File: src/rtl/matrix_load_sequencer_if.sv
// Operand stream, multiplier handshake and display-commit signals of the
// matrix load sequencer, bundled for connection between the sequencer
// (slave side) and its driver/consumer (master side).
interface matrix_load_sequencer_if #(
    parameter int N     = 3,
    parameter int WIDTH = 16
) ();
    logic                   in_valid;
    logic [WIDTH-1:0]       in_data;
    logic                   in_ready;
    logic                   clear;
    logic [N*N*WIDTH-1:0]   matrix_a;
    logic [N*N*WIDTH-1:0]   matrix_b;
    logic                   read_ready;
    logic                   compute_done;
    logic                   vblank;
    logic                   frame_update;
    logic                   busy;
    logic [7:0]             result_count;
    logic                   error;

    modport slave (
        input  in_valid, in_data, clear, compute_done, vblank,
        output in_ready, matrix_a, matrix_b, read_ready, frame_update,
               busy, result_count, error
    );

    modport master (
        output in_valid, in_data, clear, compute_done, vblank,
        input  in_ready, matrix_a, matrix_b, read_ready, frame_update,
               busy, result_count, error
    );
endinterface

File: src/rtl/matrix_load_sequencer.sv
// Sequencer for the Cannon matrix multiplier: collects 2*N*N operand words,
// packs them into the A/B buses, starts the multiplier, waits for its result
// and commits it to the display at the next vertical-blanking start.
// Optional feature macro: MATSEQ_TIMEOUT_EN (WAIT_DONE timeout + sticky error).
module matrix_load_sequencer #(
    parameter int N       = 3,
    parameter int WIDTH   = 16,
    parameter int TIMEOUT = 1024
) (
    input  logic                    clk,
    input  logic                    reset,
    matrix_load_sequencer_if.slave  bus
);
    localparam int NN    = N * N;
    localparam int WORDS = 2 * NN;
    localparam int WW    = (WORDS > 1) ? $clog2(WORDS) : 1;
    localparam int BUSW  = NN * WIDTH;

    if (N < 1 || WIDTH < 1 || TIMEOUT < 1) begin : g_bad_params
        $error("matrix_load_sequencer: N, WIDTH and TIMEOUT must be >= 1");
    end

    typedef enum logic [2:0] {
        IDLE,
        LOAD,
        START,
        WAIT_DONE,
        WAIT_VBLANK,
        COMMIT
    } state_t;

    state_t          state;
    logic [WW-1:0]   w;
    logic            in_ready_r;
    logic            read_ready_r;
    logic            frame_update_r;
    logic [7:0]      result_count_r;
    logic [BUSW-1:0] mat_a;
    logic [BUSW-1:0] mat_b;
    logic            cd_q, cd_qq;
    logic            vb_q, vb_qq;
    logic            cd_rise, vb_rise;
    logic            xfer, last_word, load_phase;

    assign xfer       = bus.in_valid && in_ready_r;
    assign last_word  = (w == WW'(WORDS - 1));
    assign load_phase = (state == IDLE) || (state == LOAD);
    assign cd_rise    = cd_q && !cd_qq;
    assign vb_rise    = vb_q && !vb_qq;

`ifdef MATSEQ_TIMEOUT_EN
    localparam int TW = $clog2(TIMEOUT + 1);
    logic [TW-1:0] tcnt;
    logic          error_r;
    assign bus.error = error_r;
`else
    assign bus.error = 1'b0;
`endif

    assign bus.in_ready     = in_ready_r;
    assign bus.read_ready   = read_ready_r;
    assign bus.frame_update = frame_update_r;
    assign bus.result_count = result_count_r;
    assign bus.busy         = (state != IDLE);
    assign bus.matrix_a     = mat_a;
    assign bus.matrix_b     = mat_b;

    // Sample compute_done/vblank and keep a delayed copy for rising-edge detection
    always_ff @(posedge clk) begin
        if (reset) begin
            cd_q  <= 1'b0;
            cd_qq <= 1'b0;
            vb_q  <= 1'b0;
            vb_qq <= 1'b0;
        end else begin
            cd_q  <= bus.compute_done;
            cd_qq <= cd_q;
            vb_q  <= bus.vblank;
            vb_qq <= vb_q;
        end
    end

    // Write each accepted operand word into its row-major slot of A or B
    always_ff @(posedge clk) begin
        if (reset) begin
            mat_a <= '0;
            mat_b <= '0;
        end else if (xfer && load_phase && !bus.clear) begin
            if (int'(w) < NN)
                mat_a[int'(w)*WIDTH +: WIDTH] <= bus.in_data;
            else
                mat_b[(int'(w) - NN)*WIDTH +: WIDTH] <= bus.in_data;
        end
    end

    // Control FSM with registered handshake/pulse outputs
    always_ff @(posedge clk) begin
        if (reset) begin
            state          <= IDLE;
            w              <= '0;
            in_ready_r     <= 1'b0;
            read_ready_r   <= 1'b0;
            frame_update_r <= 1'b0;
            result_count_r <= '0;
`ifdef MATSEQ_TIMEOUT_EN
            tcnt           <= '0;
            error_r        <= 1'b0;
`endif
        end else begin
            read_ready_r   <= 1'b0;
            frame_update_r <= 1'b0;
            case (state)
                IDLE: begin
                    in_ready_r <= 1'b1;
                    if (bus.clear) begin
                        w <= '0;
                    end else if (xfer) begin
                        w     <= WW'(1);
                        state <= LOAD;
                    end
                end
                LOAD: begin
                    if (bus.clear) begin
                        w     <= '0;
                        state <= IDLE;
                    end else if (xfer) begin
                        if (last_word) begin
                            w            <= '0;
                            state        <= START;
                            in_ready_r   <= 1'b0;
                            read_ready_r <= 1'b1;
                        end else begin
                            w <= w + WW'(1);
                        end
                    end
                end
                START: begin
                    state <= WAIT_DONE;
`ifdef MATSEQ_TIMEOUT_EN
                    tcnt  <= '0;
`endif
                end
                WAIT_DONE: begin
                    if (cd_rise) begin
                        state <= WAIT_VBLANK;
                    end
`ifdef MATSEQ_TIMEOUT_EN
                    else if (tcnt == TW'(TIMEOUT - 1)) begin
                        error_r    <= 1'b1;
                        state      <= IDLE;
                        in_ready_r <= 1'b1;
                    end else begin
                        tcnt <= tcnt + TW'(1);
                    end
`endif
                end
                WAIT_VBLANK: begin
                    // A vblank edge coinciding with the compute_done edge was
                    // seen while still in WAIT_DONE and is therefore skipped.
                    if (vb_rise) begin
                        state          <= COMMIT;
                        frame_update_r <= 1'b1;
                        result_count_r <= result_count_r + 8'd1;
                    end
                end
                COMMIT: begin
                    state      <= IDLE;
                    in_ready_r <= 1'b1;
                end
                default: begin
                    state <= IDLE;
                end
            endcase
        end
    end
endmodule

File: src/flat_wrapper.sv
// flat-port wrapper written by rule: the top's interface ports become plain ports
module matrix_load_sequencer_flat 
#(
    parameter int N       = 3,
    parameter int WIDTH   = 16,
    parameter int TIMEOUT = 1024
)
  (clk, reset, bus_in_valid, bus_in_data, bus_clear, bus_compute_done, bus_vblank, bus_in_ready, bus_matrix_a, bus_matrix_b, bus_read_ready, bus_frame_update, bus_busy, bus_result_count, bus_error);
  matrix_load_sequencer_if #(.N(N), .WIDTH(WIDTH)) bus_i ();
  input  logic clk;
  input  logic reset;
  input wire logic [$bits(bus_i.in_valid)-1:0] bus_in_valid;
  input wire logic [$bits(bus_i.in_data)-1:0] bus_in_data;
  input wire logic [$bits(bus_i.clear)-1:0] bus_clear;
  input wire logic [$bits(bus_i.compute_done)-1:0] bus_compute_done;
  input wire logic [$bits(bus_i.vblank)-1:0] bus_vblank;
  output wire logic [$bits(bus_i.in_ready)-1:0] bus_in_ready;
  output wire logic [$bits(bus_i.matrix_a)-1:0] bus_matrix_a;
  output wire logic [$bits(bus_i.matrix_b)-1:0] bus_matrix_b;
  output wire logic [$bits(bus_i.read_ready)-1:0] bus_read_ready;
  output wire logic [$bits(bus_i.frame_update)-1:0] bus_frame_update;
  output wire logic [$bits(bus_i.busy)-1:0] bus_busy;
  output wire logic [$bits(bus_i.result_count)-1:0] bus_result_count;
  output wire logic [$bits(bus_i.error)-1:0] bus_error;
  assign bus_i.in_valid = bus_in_valid;
  assign bus_i.in_data = bus_in_data;
  assign bus_i.clear = bus_clear;
  assign bus_i.compute_done = bus_compute_done;
  assign bus_i.vblank = bus_vblank;
  assign bus_in_ready = bus_i.in_ready;
  assign bus_matrix_a = bus_i.matrix_a;
  assign bus_matrix_b = bus_i.matrix_b;
  assign bus_read_ready = bus_i.read_ready;
  assign bus_frame_update = bus_i.frame_update;
  assign bus_busy = bus_i.busy;
  assign bus_result_count = bus_i.result_count;
  assign bus_error = bus_i.error;
  matrix_load_sequencer #(.N(N), .WIDTH(WIDTH), .TIMEOUT(TIMEOUT)) u_core (.clk(clk), .reset(reset), .bus(bus_i));
endmodule
File: config.mk
export PLATFORM = sky130hd
export DESIGN_NAME = matrix_load_sequencer_flat
export DESIGN_NICKNAME = d
export VERILOG_FILES = /design/src/rtl/matrix_load_sequencer_if.sv /design/src/rtl/matrix_load_sequencer.sv /design/src/flat_wrapper.sv
export SDC_FILE = /design/constraint.sdc
export NUM_CORES = 1
export LEC_CHECK = 0
export ABC_AREA = 0
export BUFFER_PORTS_ARGS = -buffer_cell sky130_fd_sc_hd__buf_4
export CAP_MARGIN = 20
export CORE_MARGIN = 2
export CORE_UTILIZATION = 49
export DETAILED_ROUTE_END_ITERATION = 7
export HOLD_SLACK_MARGIN = 0.03
export PLACE_DENSITY = 0.84
export SLEW_MARGIN = 20
export SYNTH_ARGS = -nofsm -noshare
export SYNTH_HDL_FRONTEND = slang
export SYNTH_SLANG_ARGS = --single-unit
export TNS_END_PERCENT = 5
File: constraint.sdc
create_clock -name clk -period 7.9 [get_ports clk]
set_input_delay 1.58 -clock clk [delete_from_list [all_inputs] [get_ports clk]]
set_output_delay 1.58 -clock clk [all_outputs]
set_load 0.05 [all_outputs]
==> out/qor.txt <==
Wire per inst -> 19.7 um
Sw Pwr -> 736 uW
Gpl congestion -> 0.905
Post-route minimum period -> 5180 ps
Dpl hpwl -> 26.2 mm
Total GRT Usage -> 27.7%
Final Max Tran Viols -> 0
P_int -> 2.47 mW
Longest Clk Path Bufs -> 3
# fillers -> 2,085
Final Instance Area -> 0.0160 mm^2
Register bit total from synthesis -> 311
Initial antenna violation count -> 0
Pre-antenna DRT Iters -> 5
Final period util -> 65.6%
Area leader, netlist -> dfxtp_1
Placed inst area -> 0.0149 mm^2
Sequential share of power -> 49.3%
Outcome -> finished clean
Final WL -> 39.0 mm
Setup Total Neg Slack -> 0 ps
IO Pins -> 323
Clock Skew -> 14.6 ps
Syn nets -> 1,413
Synth Area per Inst -> 9.13 um^2
Most frequent cells in the layout -> buf_4, dfxtp_1, nand2_1, mux2i_1
Yosys cell types -> 67
Worst R2R Start -> u_core.w[0]
Number of global-route vias before repair -> 10,364
Leakage -> 6.44 nW
Core area -> 0.0252 mm^2
Synthesized area -> 0.0126 mm^2
Final setup viols -> 0
Initial Util -> 50.0%
DRC -> 0
Comb power frac -> 4.4%
Predominant post-synthesis flop cell -> dfxtp_1
Hold_buf cts -> 0
Fin nets -> 1,665
Hold Vio Cnt, Final -> 0
Worst hold endpoint -> u_core.bus.matrix_a[94]
Clock sinks -> 311
Core Util, Final -> 63.5%
Sequential share of the synthesized area -> 49.5%
Rows -> 58
Power Dens Cells -> 201 mW/mm^2
Worst Path Max Fanout -> 19
Max-Cap Viols -> 0
Via density -> 5.51
Die area -> 0.0270 mm^2
Clock network power share -> 46.3%
Share of cells above drive strength 1 -> 25.5%
RSZ-0062 raised after global routing -> false
Slew margin rel. -> 24.8%
Crit path arrival time -> 5570 ps
FF-to-FF End -> u_core.bus.matrix_b[97]
Post-CTS setup buffer count -> 0
Syn-to-layout area delta -> 27.0%
Design Power -> 3.20 mW
TritonCTS clock tree -> done
Post-synthesis cell count -> 1,378
Post-synth EDFFs -> 0
Root Buffer Master -> clkbuf_16
Post-cts resize count -> 0
FF+latch area -> 0.00623 mm^2
Synth warn -> 0
Port Buffers -> 321
Die H -> 164 um
Worst setup EP type -> flip-flop
Worst hold path depth -> 2
Die W -> 164 um
GRT overflow -> 0
Worst-Margin Slew -> 1120 ps
First-pass GRT wire length -> 58.2 mm
Commonest non-fill, non-tap cell in the layout -> buf_4
CP Launch Type -> flip-flop
Worst min-delay path category -> flip-flop to flip-flop
Footprint of the multi-input gates -> 0.00581 mm^2
H-tree levels -> 2
Critical path type -> flip-flop to flip-flop
Fmax -> 193 MHz
# diodes -> 0
Worst-path clk slew -> 60 ps
Antenna Nets Post-Route -> 0
Top cell type's share of synthesized area -> 49.5%
Largest cells by area after synthesis -> dfxtp_1, mux2i_1, nand2_1, nand2b_1, o21ai_0
Maximum vdd drop -> 0.200 mV
Pin count of the biggest net entering global routing -> 104
Fin worst setup slack -> 2720 ps
Hold_sp -> u_core.bus.matrix_a[94]
Ys async rst share -> 0%
Clk_lat worst skew -> 510 ps
Cts bufs inserted -> 34
Initial DRC Count -> 829
Via count -> 10,918
Setup WS pre-CTS -> 2790 ps
Worst reg2reg setup slack -> 2720 ps
Required time worst endpoint -> 8290 ps
Worst R2R Path Depth -> 12
Sw Share -> 23.0%
## worst max-delay path by stage
stage / from / slack, ps / cells past startpoint / to
global route: u_core.w[0] / 2460 / 11 / u_core.bus.matrix_b[124]
CTS: u_core.w[0] / 2780 / 12 / u_core.bus.matrix_b[97]
detailed placement: u_core.w[0] / 2790 / 12 / u_core.bus.matrix_b[97]
floorplan: u_core.w[0] / 3660 / 16 / u_core.bus.matrix_b[111]
finish: u_core.w[0] / 2720 / 12 / u_core.bus.matrix_b[97]
global placement: u_core.w[0] / 2920 / 12 / u_core.bus.matrix_b[97]
## area by class of cell
type | count | area share (%)
sequential | 311 | 39.0
clock inverter | 10 | 0.392
timing repair buffer | 327 | 15.5
multi-input combinational | 948 | 36.4
tap | 330 | 2.58
clock buffer | 49 | 6.06
inverter | 8 | 0.188
## Yosys cell counts (3+ instances only)
| library cell | instances |
|---|---|
| a21oi_1 | 55 |
| a31o_2 | 16 |
| and2_1 | 3 |
| and3_1 | 8 |
| buf_1 | 11 |
| buf_12 | 3 |
| buf_2 | 10 |
| buf_4 | 5 |
| buf_6 | 4 |
| clkbuf_1 | 76 |
| dfxtp_1 | 311 |
| ha_1 | 13 |
| inv_1 | 7 |
| mux2_2 | 3 |
| mux2i_1 | 135 |
| nand2_1 | 211 |
| nand2b_1 | 84 |
| nand3_1 | 67 |
| nand3_2 | 3 |
| nand3b_1 | 40 |
| nand4_1 | 6 |
| nor2_1 | 87 |
| nor2b_1 | 40 |
| nor3_1 | 11 |
| nor3b_1 | 11 |
| o21ai_0 | 87 |
| o21ai_1 | 6 |
| or2_2 | 5 |
| or3_1 | 3 |
| xnor2_1 | 5 |
| xor2_1 | 7 |
## logic make-up (layout without fill, tap and decap cells)
kind of cell,after synthesis,count (layout),synth area share [%]
AOI/OAI and AO/OA,180,180,8.16
xor gates and xnor gates,14,14,1.09
buffers and inverters,119,394,4.45
other,1,1,0.0298
and+or+nand+nor,602,602,24.5
muxes,138,138,11.0
DFF,311,311,49.5
adders and majority gates,13,13,1.29
## metal layers
| layer | up-vias | track usage (%) | wire [um] |
|---|---|---|---|
| met5 | - | 0 | 0 |
| met4 | 0 | 9.85 | 1320 |
| met3 | 85 | 7.15 | 3560 |
| met2 | 492 | 46.8 | 18700 |
| met1 | 5186 | 34.1 | 15400 |
| li1 | 5155 | - | - |
## metrics by stage
stage,instances,hold slack [ps]
floorplan,1378,439
global placement,1922,439
detailed placement,1922,447
CTS,1981,455
global route,1983,474
finish,1983,453
## power by group through the flow
stage               Clock, mW  Sequential (mW)  Combinational [mW]
global placement            0             1.61               0.140
detailed placement          0             1.61               0.141
CTS                      1.50             1.58               0.141
floorplan                   0             1.62              0.0822
finish                   1.48             1.58               0.142
global route             1.55             1.58               0.150
## state kept, by name, summed over array words and instances (netlist names), 3 cells and up
signal,count
u_core.bus.matrix_a,144
u_core.bus.result_count,8
u_core.state,3
u_core.bus.matrix_b,144
u_core.w,5
## worst max-delay path, stage by stage (launching register included)
cell and delay, ps:
dfxtp_1 740, inv_1 170, ha_1 490, and2_1 320
nand3_1 140, inv_1 50, ha_1 650, nand2_1 80
or4_1 440, a2111oi_2 500, nor3b_2 280, and2_1 770
mux2_2 410
Power figures use the tool's default switching activity.
